### config.mk
export PLATFORM = sky130hd
export DESIGN_NAME = led_pattern_gen
export DESIGN_NICKNAME = d
export VERILOG_FILES = /design/src/rtl/led_pattern_pkg.sv /design/src/rtl/btn_debounce.sv /design/src/rtl/led_pattern_gen.sv
export SDC_FILE = /design/constraint.sdc
export NUM_CORES = 1
export LEC_CHECK = 0
export ABC_AREA = 1
export BUFFER_PORTS_ARGS = -buffer_cell sky130_fd_sc_hd__buf_2
export CORE_ASPECT_RATIO = 0.6
export CORE_MARGIN = 1.5
export CORE_UTILIZATION = 63
export DETAILED_ROUTE_END_ITERATION = 10
export GPL_TIMING_DRIVEN = 0
export PLACE_DENSITY = 0.81
export SETUP_SLACK_MARGIN = 0.15
export SLEW_MARGIN = 30
export SYNTH_ARGS = -nofsm -noshare
export SYNTH_HDL_FRONTEND = slang
export SYNTH_SLANG_ARGS = --single-unit
### constraint.sdc
create_clock -name clk -period 4.6 [get_ports clk]
set_input_delay 1.38 -clock clk [delete_from_list [all_inputs] [get_ports clk]]
set_output_delay 1.38 -clock clk [all_outputs]
set_load 0.01 [all_outputs]
### src/rtl/led_pattern_pkg.sv
// Shared types and the mode-sequencing helper for led_pattern_gen.
// Define LED_PATTERN_BREATHE_EN to include the PWM breathe mode in the mode cycle.
package led_pattern_pkg;

  typedef enum logic [1:0] {
    MODE_BLINK   = 2'd0,
    MODE_CHASE   = 2'd1,
    MODE_BOUNCE  = 2'd2,
    MODE_BREATHE = 2'd3
  } mode_e;

  typedef enum logic {
    DIR_UP   = 1'b0,
    DIR_DOWN = 1'b1
  } dir_e;

  function automatic mode_e next_mode(input mode_e m);
    mode_e n;
    case (m)
      MODE_BLINK:  n = MODE_CHASE;
      MODE_CHASE:  n = MODE_BOUNCE;
`ifdef LED_PATTERN_BREATHE_EN
      MODE_BOUNCE: n = MODE_BREATHE;
`else
      MODE_BOUNCE: n = MODE_BLINK;
`endif
      default:     n = MODE_BLINK;
    endcase
    return n;
  endfunction

endpackage

### src/rtl/btn_debounce.sv
// Pushbutton conditioner: 2-flop synchroniser, stability counter and a
// registered one-cycle pulse on each accepted rising level.
module btn_debounce #(
  parameter int DEBOUNCE_CYCLES = 1_000_000
) (
  input  logic clk,
  input  logic rst,
  input  logic btn_raw,
  output logic level,
  output logic rise_pulse
);

  localparam int CW = $clog2(DEBOUNCE_CYCLES);

  logic          r_sync1;
  logic          r_sync2;
  logic          r_stable;
  logic          r_stable_q;
  logic          r_rise;
  logic [CW-1:0] r_cnt;

  always_ff @(posedge clk) begin
    if (rst) begin
      r_sync1    <= 1'b0;
      r_sync2    <= 1'b0;
      r_stable   <= 1'b0;
      r_stable_q <= 1'b0;
      r_rise     <= 1'b0;
      r_cnt      <= '0;
    end else begin
      r_sync1    <= btn_raw;
      r_sync2    <= r_sync1;
      r_stable_q <= r_stable;
      r_rise     <= r_stable & ~r_stable_q;
      // A new level is accepted only after DEBOUNCE_CYCLES consecutive disagreeing samples.
      if (r_sync2 == r_stable) begin
        r_cnt <= '0;
      end else if (r_cnt == CW'(DEBOUNCE_CYCLES - 1)) begin
        r_stable <= r_sync2;
        r_cnt    <= '0;
      end else begin
        r_cnt <= r_cnt + 1'b1;
      end
    end
  end

  assign level      = r_stable;
  assign rise_pulse = r_rise;

endmodule

### src/rtl/led_pattern_gen.sv
// Animated LED pattern generator (blink / chase / bounce, plus PWM breathe when
// LED_PATTERN_BREATHE_EN is defined); a debounced button press steps the mode.
module led_pattern_gen
  import led_pattern_pkg::*;
#(
  parameter int NUM_LEDS        = 8,
  parameter int CLK_HZ          = 100_000_000,
  parameter int STEP_HZ         = 8,
  parameter int DEBOUNCE_CYCLES = 1_000_000,
  parameter int PWM_BITS        = 8,
  parameter int RAMP_DIV        = 1024
) (
  input  logic                clk,
  input  logic                rst,
  input  logic                btn,
  output logic [NUM_LEDS-1:0] led,
  output logic [1:0]          mode,
  output logic                press,
  output logic                step_tick
);

  localparam int STEP_DIV = CLK_HZ / STEP_HZ;
  localparam int PW       = $clog2(STEP_DIV);
  localparam int POSW     = $clog2(NUM_LEDS);
  localparam logic [NUM_LEDS-1:0] ONE_HOT0 = NUM_LEDS'(1);

  logic [PW-1:0]       r_pre;
  logic                w_tick;
  logic                w_level;
  logic                w_rise;
  logic                w_press;

  mode_e               r_mode,  w_mode_n;
  logic [POSW-1:0]     r_pos,   w_pos_n;
  dir_e                r_dir,   w_dir_n;
  logic                r_phase, w_phase_n;
  logic [NUM_LEDS-1:0] r_led,   w_led_n;

`ifdef LED_PATTERN_BREATHE_EN
  localparam int RW = (RAMP_DIV > 1) ? $clog2(RAMP_DIV) : 1;

  logic [PWM_BITS-1:0] r_pwm,      w_pwm_n;
  logic [RW-1:0]       r_ramp,     w_ramp_n;
  logic [PWM_BITS-1:0] r_duty,     w_duty_n;
  dir_e                r_duty_dir, w_duty_dir_n;
`endif

  btn_debounce #(
    .DEBOUNCE_CYCLES(DEBOUNCE_CYCLES)
  ) u_debounce (
    .clk       (clk),
    .rst       (rst),
    .btn_raw   (btn),
    .level     (w_level),
    .rise_pulse(w_rise)
  );

  // The rise pulse always lands while the debounced level is still high.
  assign w_press = w_rise & w_level;
  assign w_tick  = (r_pre == PW'(STEP_DIV - 1));

  always_ff @(posedge clk) begin
    if (rst) begin
      r_pre <= '0;
    end else if (w_tick) begin
      r_pre <= '0;
    end else begin
      r_pre <= r_pre + 1'b1;
    end
  end

  always_comb begin
    w_mode_n  = r_mode;
    w_pos_n   = r_pos;
    w_dir_n   = r_dir;
    w_phase_n = r_phase;
`ifdef LED_PATTERN_BREATHE_EN
    w_pwm_n      = r_pwm + 1'b1;
    w_ramp_n     = r_ramp;
    w_duty_n     = r_duty;
    w_duty_dir_n = r_duty_dir;
`endif
    if (w_press) begin
      // A press restarts the pattern and swallows any coincident step tick.
      w_mode_n  = next_mode(r_mode);
      w_pos_n   = '0;
      w_dir_n   = DIR_UP;
      w_phase_n = 1'b0;
`ifdef LED_PATTERN_BREATHE_EN
      w_pwm_n      = '0;
      w_ramp_n     = '0;
      w_duty_n     = '0;
      w_duty_dir_n = DIR_UP;
`endif
    end else begin
`ifdef LED_PATTERN_BREATHE_EN
      if (r_pwm == '1) begin
        if (r_ramp == RW'(RAMP_DIV - 1)) begin
          w_ramp_n = '0;
          if (r_duty_dir == DIR_UP) begin
            if (r_duty == '1) begin
              w_duty_dir_n = DIR_DOWN;
              w_duty_n     = r_duty - 1'b1;
            end else begin
              w_duty_n = r_duty + 1'b1;
            end
          end else begin
            if (r_duty == '0) begin
              w_duty_dir_n = DIR_UP;
              w_duty_n     = r_duty + 1'b1;
            end else begin
              w_duty_n = r_duty - 1'b1;
            end
          end
        end else begin
          w_ramp_n = r_ramp + 1'b1;
        end
      end
`endif
      if (w_tick) begin
        case (r_mode)
          MODE_BLINK: w_phase_n = ~r_phase;
          MODE_CHASE: w_pos_n = (r_pos == POSW'(NUM_LEDS - 1)) ? '0 : r_pos + 1'b1;
          MODE_BOUNCE: begin
            if (r_dir == DIR_UP) begin
              if (r_pos == POSW'(NUM_LEDS - 1)) begin
                w_dir_n = DIR_DOWN;
                w_pos_n = r_pos - 1'b1;
              end else begin
                w_pos_n = r_pos + 1'b1;
              end
            end else begin
              if (r_pos == '0) begin
                w_dir_n = DIR_UP;
                w_pos_n = r_pos + 1'b1;
              end else begin
                w_pos_n = r_pos - 1'b1;
              end
            end
          end
          default: ;
        endcase
      end
    end

    // LEDs are derived from the next state so they update on the same edge.
    case (w_mode_n)
      MODE_BLINK:  w_led_n = {NUM_LEDS{w_phase_n}};
      MODE_CHASE:  w_led_n = ONE_HOT0 << w_pos_n;
      MODE_BOUNCE: w_led_n = ONE_HOT0 << w_pos_n;
`ifdef LED_PATTERN_BREATHE_EN
      MODE_BREATHE: w_led_n = {NUM_LEDS{(w_pwm_n < w_duty_n)}};
`endif
      default:     w_led_n = '0;
    endcase
  end

  always_ff @(posedge clk) begin
    if (rst) begin
      r_mode  <= MODE_BLINK;
      r_pos   <= '0;
      r_dir   <= DIR_UP;
      r_phase <= 1'b0;
      r_led   <= '0;
`ifdef LED_PATTERN_BREATHE_EN
      r_pwm      <= '0;
      r_ramp     <= '0;
      r_duty     <= '0;
      r_duty_dir <= DIR_UP;
`endif
    end else begin
      r_mode  <= w_mode_n;
      r_pos   <= w_pos_n;
      r_dir   <= w_dir_n;
      r_phase <= w_phase_n;
      r_led   <= w_led_n;
`ifdef LED_PATTERN_BREATHE_EN
      r_pwm      <= w_pwm_n;
      r_ramp     <= w_ramp_n;
      r_duty     <= w_duty_n;
      r_duty_dir <= w_duty_dir_n;
`endif
    end
  end

  assign led       = r_led;
  assign mode      = r_mode;
  assign press     = w_press;
  assign step_tick = w_tick;

endmodule
==> results of run 1 <==
## cell usage after synthesis (2+ instances only)
cell type / n
dfxtp_1: 64
nor2_4: 3
o21a_1: 2
inv_1: 63
a21oi_1: 23
or2_2: 2
nand2_1: 92
nor2_1: 75
a31oi_1: 2
nor3b_1: 3
nand2_2: 8
nor4_1: 5
xor2_1: 8
inv_2: 3
nor2_2: 10
buf_2: 3
nand4_1: 7
nand3_1: 25
o21ai_0: 10
a211oi_1: 3
nor3_1: 7
ha_1: 11
xnor2_1: 8
## final cells by class
cell class,count,area (um^2),area share (%)
Clock inverter,6,82.6,2.30
Sequential cell,64,1280,35.7
Inverter,66,248,6.90
Timing Repair Buffer,14,70.1,1.95
Clock buffer,10,138,3.83
Tap cell,63,78.8,2.20
Multi-Input combinational cell,317,1660,46.2
Buffer,6,33.8,0.941
## per-stage QoR
step	instance area, um^2	util [%]
3_3_place_gp	3370	71.3
3_5_place_dp	3370	71.3
6_report	3590	75.9
4_1_cts	3590	75.9
5_1_grt	3590	75.9
2_1_floorplan	3220	-
## where the power goes
part	leakage [uW]	internal (uW)	switching (uW)
sequential	0.000516	557	1.93
combinational	0.000894	5.05	12.5
clock	0.000112	317	214
total	0.00152	879	228
## sequential cells by signal, summed over array words and instances (netlist names)
name and count:
r_pre 24, u_debounce.level 1, r_dir 1, r_pos 3
r_phase 1, mode 2, u_debounce.r_sync1 1, u_debounce.r_sync2 1
led 8, u_debounce.r_stable_q 1, u_debounce.r_cnt 20, u_debounce.rise_pulse 1
## path summary, 6_finish.rpt
path | to | slack [ns] | cells past startpoint
worst max register to register | r_pre[8] | 2.56 | 10
worst max-delay path | step_tick | 1.22 | 6
worst min register to register | u_debounce.rise_pulse | 0.39 | 1
worst min-delay path | u_debounce.rise_pulse | 0.39 | 1
## per-layer routing
| metal | part of all wire, % | vias to the layer above | track usage (%) |
|---|---|---|---|
| li1 | - | 1489 | - |
| met1 | 51 | 1281 | 36.6 |
| met2 | 41 | 85 | 39.3 |
| met3 | 6.7 | 15 | 8.27 |
| met4 | 1.0 | 0 | 8.10 |
| met5 | 0 | - | 0 |
## placed cells by master (no fill, tap or decap), types with 5 or more instances in the layout
cell / netlist / routed
o21ai_0: 10 / 10
nand3_1: 25 / 25
xor2_1: 8 / 8
a21oi_1: 23 / 23
nor2_1: 75 / 75
xnor2_1: 8 / 8
buf_2: 3 / 17
ha_1: 11 / 11
inv_1: 63 / 63
nor4_1: 5 / 5
nor3_1: 7 / 7
clkbuf_8: 0 / 10
nand2_2: 8 / 8
nand4_1: 7 / 7
nor2_2: 10 / 10
dfxtp_1: 64 / 64
nand2_1: 92 / 92
## logic make-up (layout without fill, tap and decap cells)
family / count (synthesis) / after routing / synth area share, %
AO/OA/AOI/OAI: 45 / 45 / 7.92
XOR/XNOR: 16 / 16 / 4.35
adder cells (fa/ha/maj): 11 / 11 / 4.27
buffers and inverters: 72 / 102 / 8.74
flip-flops: 64 / 64 / 39.8
AND/OR/NAND/NOR: 245 / 245 / 35.0
## worst register-to-register path, delay by kind of cell (launching register included)
kind	cells	cell delay [ns]
AND/OR/NAND/NOR	6	0.97
flip-flops	1	0.35
buffers and inverters	1	0.24
AO/OA/AOI/OAI	2	0.20
adder cells (fa/ha/maj)	1	0.18
==> impl_metrics.py, run 1 <==
metrics = {
    "finish": {
        "nNetsFinal": 492,
        "drive_above_1_share_pct": 14.1,
        "synthToLayoutAreaGrowth_pct": 11.5,
        "fillers": 373,
        "antenna_cells": 0,
        "fin_cells": 546,
    },
    "timing": {
        "timing.hold.ws_ns": 0.392,
        "relSlewSlack_pct": 65.1,
        "setup_slack_ns": 1.22,
        "fmax_ghz": 0.296,
        "hold_viol": 0,
        "maxSlewViolCount": 0,
        "tightest_slew_ns": 0.518,
        "rsz0062_at_grt": "no",
        "setup_violations": 0,
        "post-route-period-util_pct": 73.5,
        "period_needed_ns": 3.38,
        "finClkSkew_ns": 0.00678,
        "setup_tns_ns": 0,
    },
    "synthesis": {
        "avgSynthCellArea_um2": 7.11,
        "async_reset_ff_share_pct": 0,
        "synthTopCellsByArea": "dfxtp_1 40%, nand2_1 11%, nor2_1 8.7%, inv_1 7.3%, ha_1 4.3%",
        "ys_ff_latch": 64,
        "ys_warn_count": 0,
        "ys_types": 39,
        "syn_nets": 467,
        "yosysTopAreaCell": "dfxtp_1",
        "netlist_area_um2": 3220,
        "synth_cells": 453,
        "ys_seq_area_share_pct": 39.8,
        "synth_edf_count": 0,
        "synth_flop_cell": "dfxtp_1",
        "synth_top_area_share_pct": 39.8,
    },
    "clock_tree": {
        "clk_path_buf_depth": 2,
        "root_buffer": "clkbuf_8",
        "htree_levels": 3,
        "path_clk_slew_ns": 0.07,
        "cts_resized": 0,
        "cts.sinks": 64,
        "hold_buffers": 0,
        "clock_latency_ns": 0.35,
        "cts_tree": "done",
        "cts_setup_buffers": 0,
        "numCtsBuffers": 9,
    },
    "setup_path": {
        "critPathSlowestCell": "nor4_1",
        "startpoint": "r_pre[0]",
        "critPathTopFamily": "simple AND/OR/NAND/NOR gates",
        "crit_path_end_kind": "output port",
        "slowest_delay_ns": 0.46,
        "cp.arrival_ns": 2.00,
        "startpoint_type": "flip-flop",
        "critical_path_class": "reg -> out",
        "r2r_start": "r_pre[0]",
        "path_buf_inv": 1,
        "cp_max_fo": 4,
        "crit_path_cell_trace": "ha_1, nand2_1, nor2_2, nand2_1, nor4_1, buf_2",
        "required_ns": 3.22,
        "cpMostUsedCell": "nand2_1",
    },
    "grt": {
        "grt_pass1_wl_um": 11200,
        "gr-total-overflow": 0,
        "antenna_found_initial": 0,
        "grt_max_degree": 12,
        "grt_pass1_vias": 2526,
        "grt_usage_pct": 26.4,
    },
    "power_and_ir_drop": {
        "power_uw": 1110,
        "p_per_area_nw_per_um2": 308,
        "ir_worst_vdd_mv": 0.262,
        "total_leakage_power_uw": 0.00152,
    },
    "run_status": {
        "status": "finished clean",
    },
    "die": {
        "ios": 15,
        "dieArea_um2": 5570,
        "start_util_pct": 68.1,
        "die_h_um": 58.4,
        "core_um2": 4730,
        "dieWidth_um": 95.3,
        "rows": 19,
    },
    "place": {
        "hpwl_um": 5010,
        "place_ws_ns": 1.68,
        "io_buffers": 14,
        "globalplace.congestion": 0.892,
        "dpl.cell_count": 530,
    },
    "route": {
        "first_iter_violations": 190,
        "vias_per_cell": 5.26,
        "postRouteAntennaNets": 0,
        "routed_wl_um": 6690,
        "drt-pass1-iter-count": 5,
        "vias": 2870,
        "drt-wirelength-per-cell_um": 12.2,
        "drc": 0,
    },
    "job": {
        "drv_cap": 0,
    },
    "worst_hold_path": {
        "hold_class": "reg -> reg",
        "min-delay-start": "u_debounce.r_stable_q",
    },
}
Note: power is estimated with default switching activity, not from simulation.
==> inputs of run 2 (changes only) <==
--- a/config.mk
+++ b/config.mk
@@ -5,14 +5,14 @@
 export SDC_FILE = /design/constraint.sdc
 export NUM_CORES = 1
 export LEC_CHECK = 0
-export ABC_AREA = 1
+export ABC_AREA = 0
 export BUFFER_PORTS_ARGS = -buffer_cell sky130_fd_sc_hd__buf_2
 export CORE_ASPECT_RATIO = 0.6
 export CORE_MARGIN = 1.5
-export CORE_UTILIZATION = 63
+export CORE_UTILIZATION = 60
 export DETAILED_ROUTE_END_ITERATION = 10
 export GPL_TIMING_DRIVEN = 0
-export PLACE_DENSITY = 0.81
+export PLACE_DENSITY = 0.78
 export SETUP_SLACK_MARGIN = 0.15
 export SLEW_MARGIN = 30
 export SYNTH_ARGS = -nofsm -noshare
==> constraint.sdc (replaced) <==
create_clock -name clk -period 3.2 [get_ports clk]
set_input_delay 0.96 -clock clk [delete_from_list [all_inputs] [get_ports clk]]
set_output_delay 0.96 -clock clk [all_outputs]
set_load 0.01 [all_outputs]
==> run 2 against run 1 <==
Global-route usage decreased by 1.2 points; first-iteration DRC count decreased by 7.9%; critical path depth unchanged; clock skew increased by 0.0011 ns; synthesized area decreased by 4.8%; critical path type unchanged; setup slack got worse by 0.87 ns; power increased by 35%.
==> impl_metrics.py, run 2 <==
metrics = {
    "run_status": {
        "status": "finished clean",
    },
    "clock_tree": {
        "htree_levels": 3,
        "cts_resized": 0,
        "path_clk_slew_ns": 0.07,
        "cts_tree": "done",
        "hold_buffers": 0,
        "cts_setup_buffers": 0,
        "clk_path_buf_depth": 2,
        "root_buffer": "clkbuf_8",
        "cts.sinks": 64,
        "numCtsBuffers": 9,
        "clock_latency_ns": 0.34,
    },
    "finish": {
        "fin_cells": 433,
        "antenna_cells": 0,
        "multi_input_area_um2": 1680,
        "layout_common_cells": "64 x dfxtp_1, 58 x nor2_1, 26 x xnor2_1",
        "seq_area_um2": 1280,
        "fillers": 380,
        "largest_reg_flops": 24,
        "drive_above_1_share_pct": 13.0,
        "synthToLayoutAreaGrowth_pct": 10.9,
        "nNetsFinal": 380,
        "final_common_cell": "dfxtp_1",
        "regMostFlops": "r_pre",
    },
    "setup_path": {
        "critPathTopFamily": "simple AND/OR/NAND/NOR gates",
        "cp.arrival_ns": 1.89,
        "critPathSlowestCell": "dfxtp_1",
        "startpoint": "r_pre[0]",
        "path_buf_inv": 2,
        "ff2ff_path_depth": 8,
        "required_ns": 2.24,
        "crit_path_end_kind": "output port",
        "path_depth": 6,
        "slowest_delay_ns": 0.37,
        "critical_path_class": "reg -> out",
        "startpoint_type": "flip-flop",
        "r2r_start": "u_debounce.level",
        "reg2reg_slack_ns": 0.57,
        "crit_path_cell_trace": "ha_1, and4_1, buf_4, nand4_1, nor2_1, buf_2",
        "cp_max_fo": 7,
    },
    "power_and_ir_drop": {
        "power_uw": 1490,
        "ir_worst_vdd_mv": 0.350,
        "total_leakage_power_uw": 0.00122,
        "p_per_area_nw_per_um2": 439,
    },
    "synthesis": {
        "ys_seq_area_share_pct": 41.8,
        "synth_common_cells": "64 x dfxtp_1, 58 x nor2_1, 26 x xnor2_1, 17 x nand2_1, 17 x nand3_1",
        "avgSynthCellArea_um2": 8.99,
        "async_reset_ff_share_pct": 0,
        "synth_cells": 341,
        "netlist_area_um2": 3070,
        "synth.most_common_cell": "dfxtp_1",
        "synth_top_family_by_area": "simple AND/OR/NAND/NOR gates",
        "synthAdderAreaFrac_pct": 4.49,
        "synth-simple-area-share_pct": 29.2,
        "ys_ff_latch": 64,
        "synth_flop_cell": "dfxtp_1",
        "synthMuxAreaShare_pct": 0.979,
        "synth_edf_count": 0,
        "syn_nets": 355,
        "ys_warn_count": 0,
        "synth_compound_area_share_pct": 7.96,
        "ys_types": 49,
        "synth-xor-area-share_pct": 12.0,
        "synthTopCellsByArea": "dfxtp_1 42%, xnor2_1 7.4%, nor2_1 7.1%, xor2_1 4.6%, ha_1 4.5%",
        "synth_top_area_share_pct": 41.8,
        "yosysTopAreaCell": "dfxtp_1",
    },
    "route": {
        "postRouteAntennaNets": 0,
        "vias_per_cell": 5.74,
        "routed_wl_um": 6310,
        "vias": 2484,
        "first_iter_violations": 175,
        "drt-wirelength-per-cell_um": 14.6,
        "drc": 0,
        "drt-pass1-iter-count": 5,
    },
    "job": {
        "drv_cap": 0,
    },
    "timing": {
        "maxSlewViolCount": 0,
        "fmax_ghz": 0.350,
        "tightest_slew_ns": 0.542,
        "rsz0062_at_grt": "no",
        "timing.hold.ws_ns": 0.379,
        "finClkSkew_ns": 0.00785,
        "setup_violations": 0,
        "relSlewSlack_pct": 63.4,
        "period_needed_ns": 2.85,
        "hold_viol": 0,
        "setup_tns_ns": 0,
        "post-route-period-util_pct": 89.2,
    },
    "die": {
        "dieWidth_um": 95.3,
        "die_h_um": 58.4,
        "rows": 19,
        "start_util_pct": 64.8,
        "dieArea_um2": 5560,
        "core_um2": 4730,
        "ios": 15,
    },
    "grt": {
        "grt_usage_pct": 25.1,
        "grtUsageMet3_pct": 8.91,
        "grt_use_met1_pct": 36.8,
        "grt_max_degree": 11,
        "grt_pass1_wl_um": 10600,
        "antenna_found_initial": 0,
        "grt.met2_usage_pct": 34.9,
        "grt-busiest-layer": "met1",
        "grt_pass1_vias": 2250,
        "gr-total-overflow": 0,
    },
    "place": {
        "hpwl_um": 4530,
        "globalplace.congestion": 0.847,
        "io_buffers": 14,
        "dpl.cell_count": 418,
    },
    "worst_hold_path": {
        "hold_class": "reg -> reg",
        "min-delay-start": "u_debounce.r_stable_q",
        "hold_depth": 1,
    },
}
[run 2: per-layer routing]
metal  share of wire, %  up-vias  routed length (um)
met2                 40       93                2520
met1                 52     1148                3280
met4               0.33        0                  21
met3                7.7        4                 483
met5                  0        -                   0
li1                   -     1239                   -
[run 2: cells by family (layout without fill, tap and decap cells)]
kind of cell	Yosys count	after routing
XOR/XNOR	42	42
buffers and inverters	25	54
adder cells (fa/ha/maj)	11	11
flip-flops	64	64
multiplexers	3	3
AND/OR/NAND/NOR	164	164
AO/OA/AOI/OAI	32	32
[run 2: through the flow]
step / setup slack [ns] / cell area (um^2) / util (%)
final: 0.347 / 3400 / 71.9
after global routing: 0.243 / 3400 / 71.9
after CTS: 0.359 / 3400 / 71.9
after detailed placement: 0.715 / 3220 / 68.0
after global placement: 0.727 / 3220 / 68.0
after floorplan: 1.05 / 3070 / -
[run 2: path summary, 6_finish.rpt]
path                                         endpoint
worst max-delay path                        step_tick
worst min-delay path            u_debounce.rise_pulse
worst max register to register                 led[0]
worst min register to register  u_debounce.rise_pulse
[run 2: layout make-up]
class	instances	share of cell area, %
Multi-Input combinational cell	252	49.2
Sequential cell	64	37.7
Clock buffer	11	4.16
Tap cell	63	2.32
Timing Repair Buffer	14	2.06
Inverter	16	1.77
Buffer	9	1.47
Clock inverter	4	1.32
[run 2: report_power, final]
part	leakage, uW	total (uW)	switching [uW]	internal, uW
logic	0.000600	22.6	14.8	7.76
registers	0.000516	806	4.34	801
clock network	0.0000989	664	292	373
total	0.00122	1490	311	1180
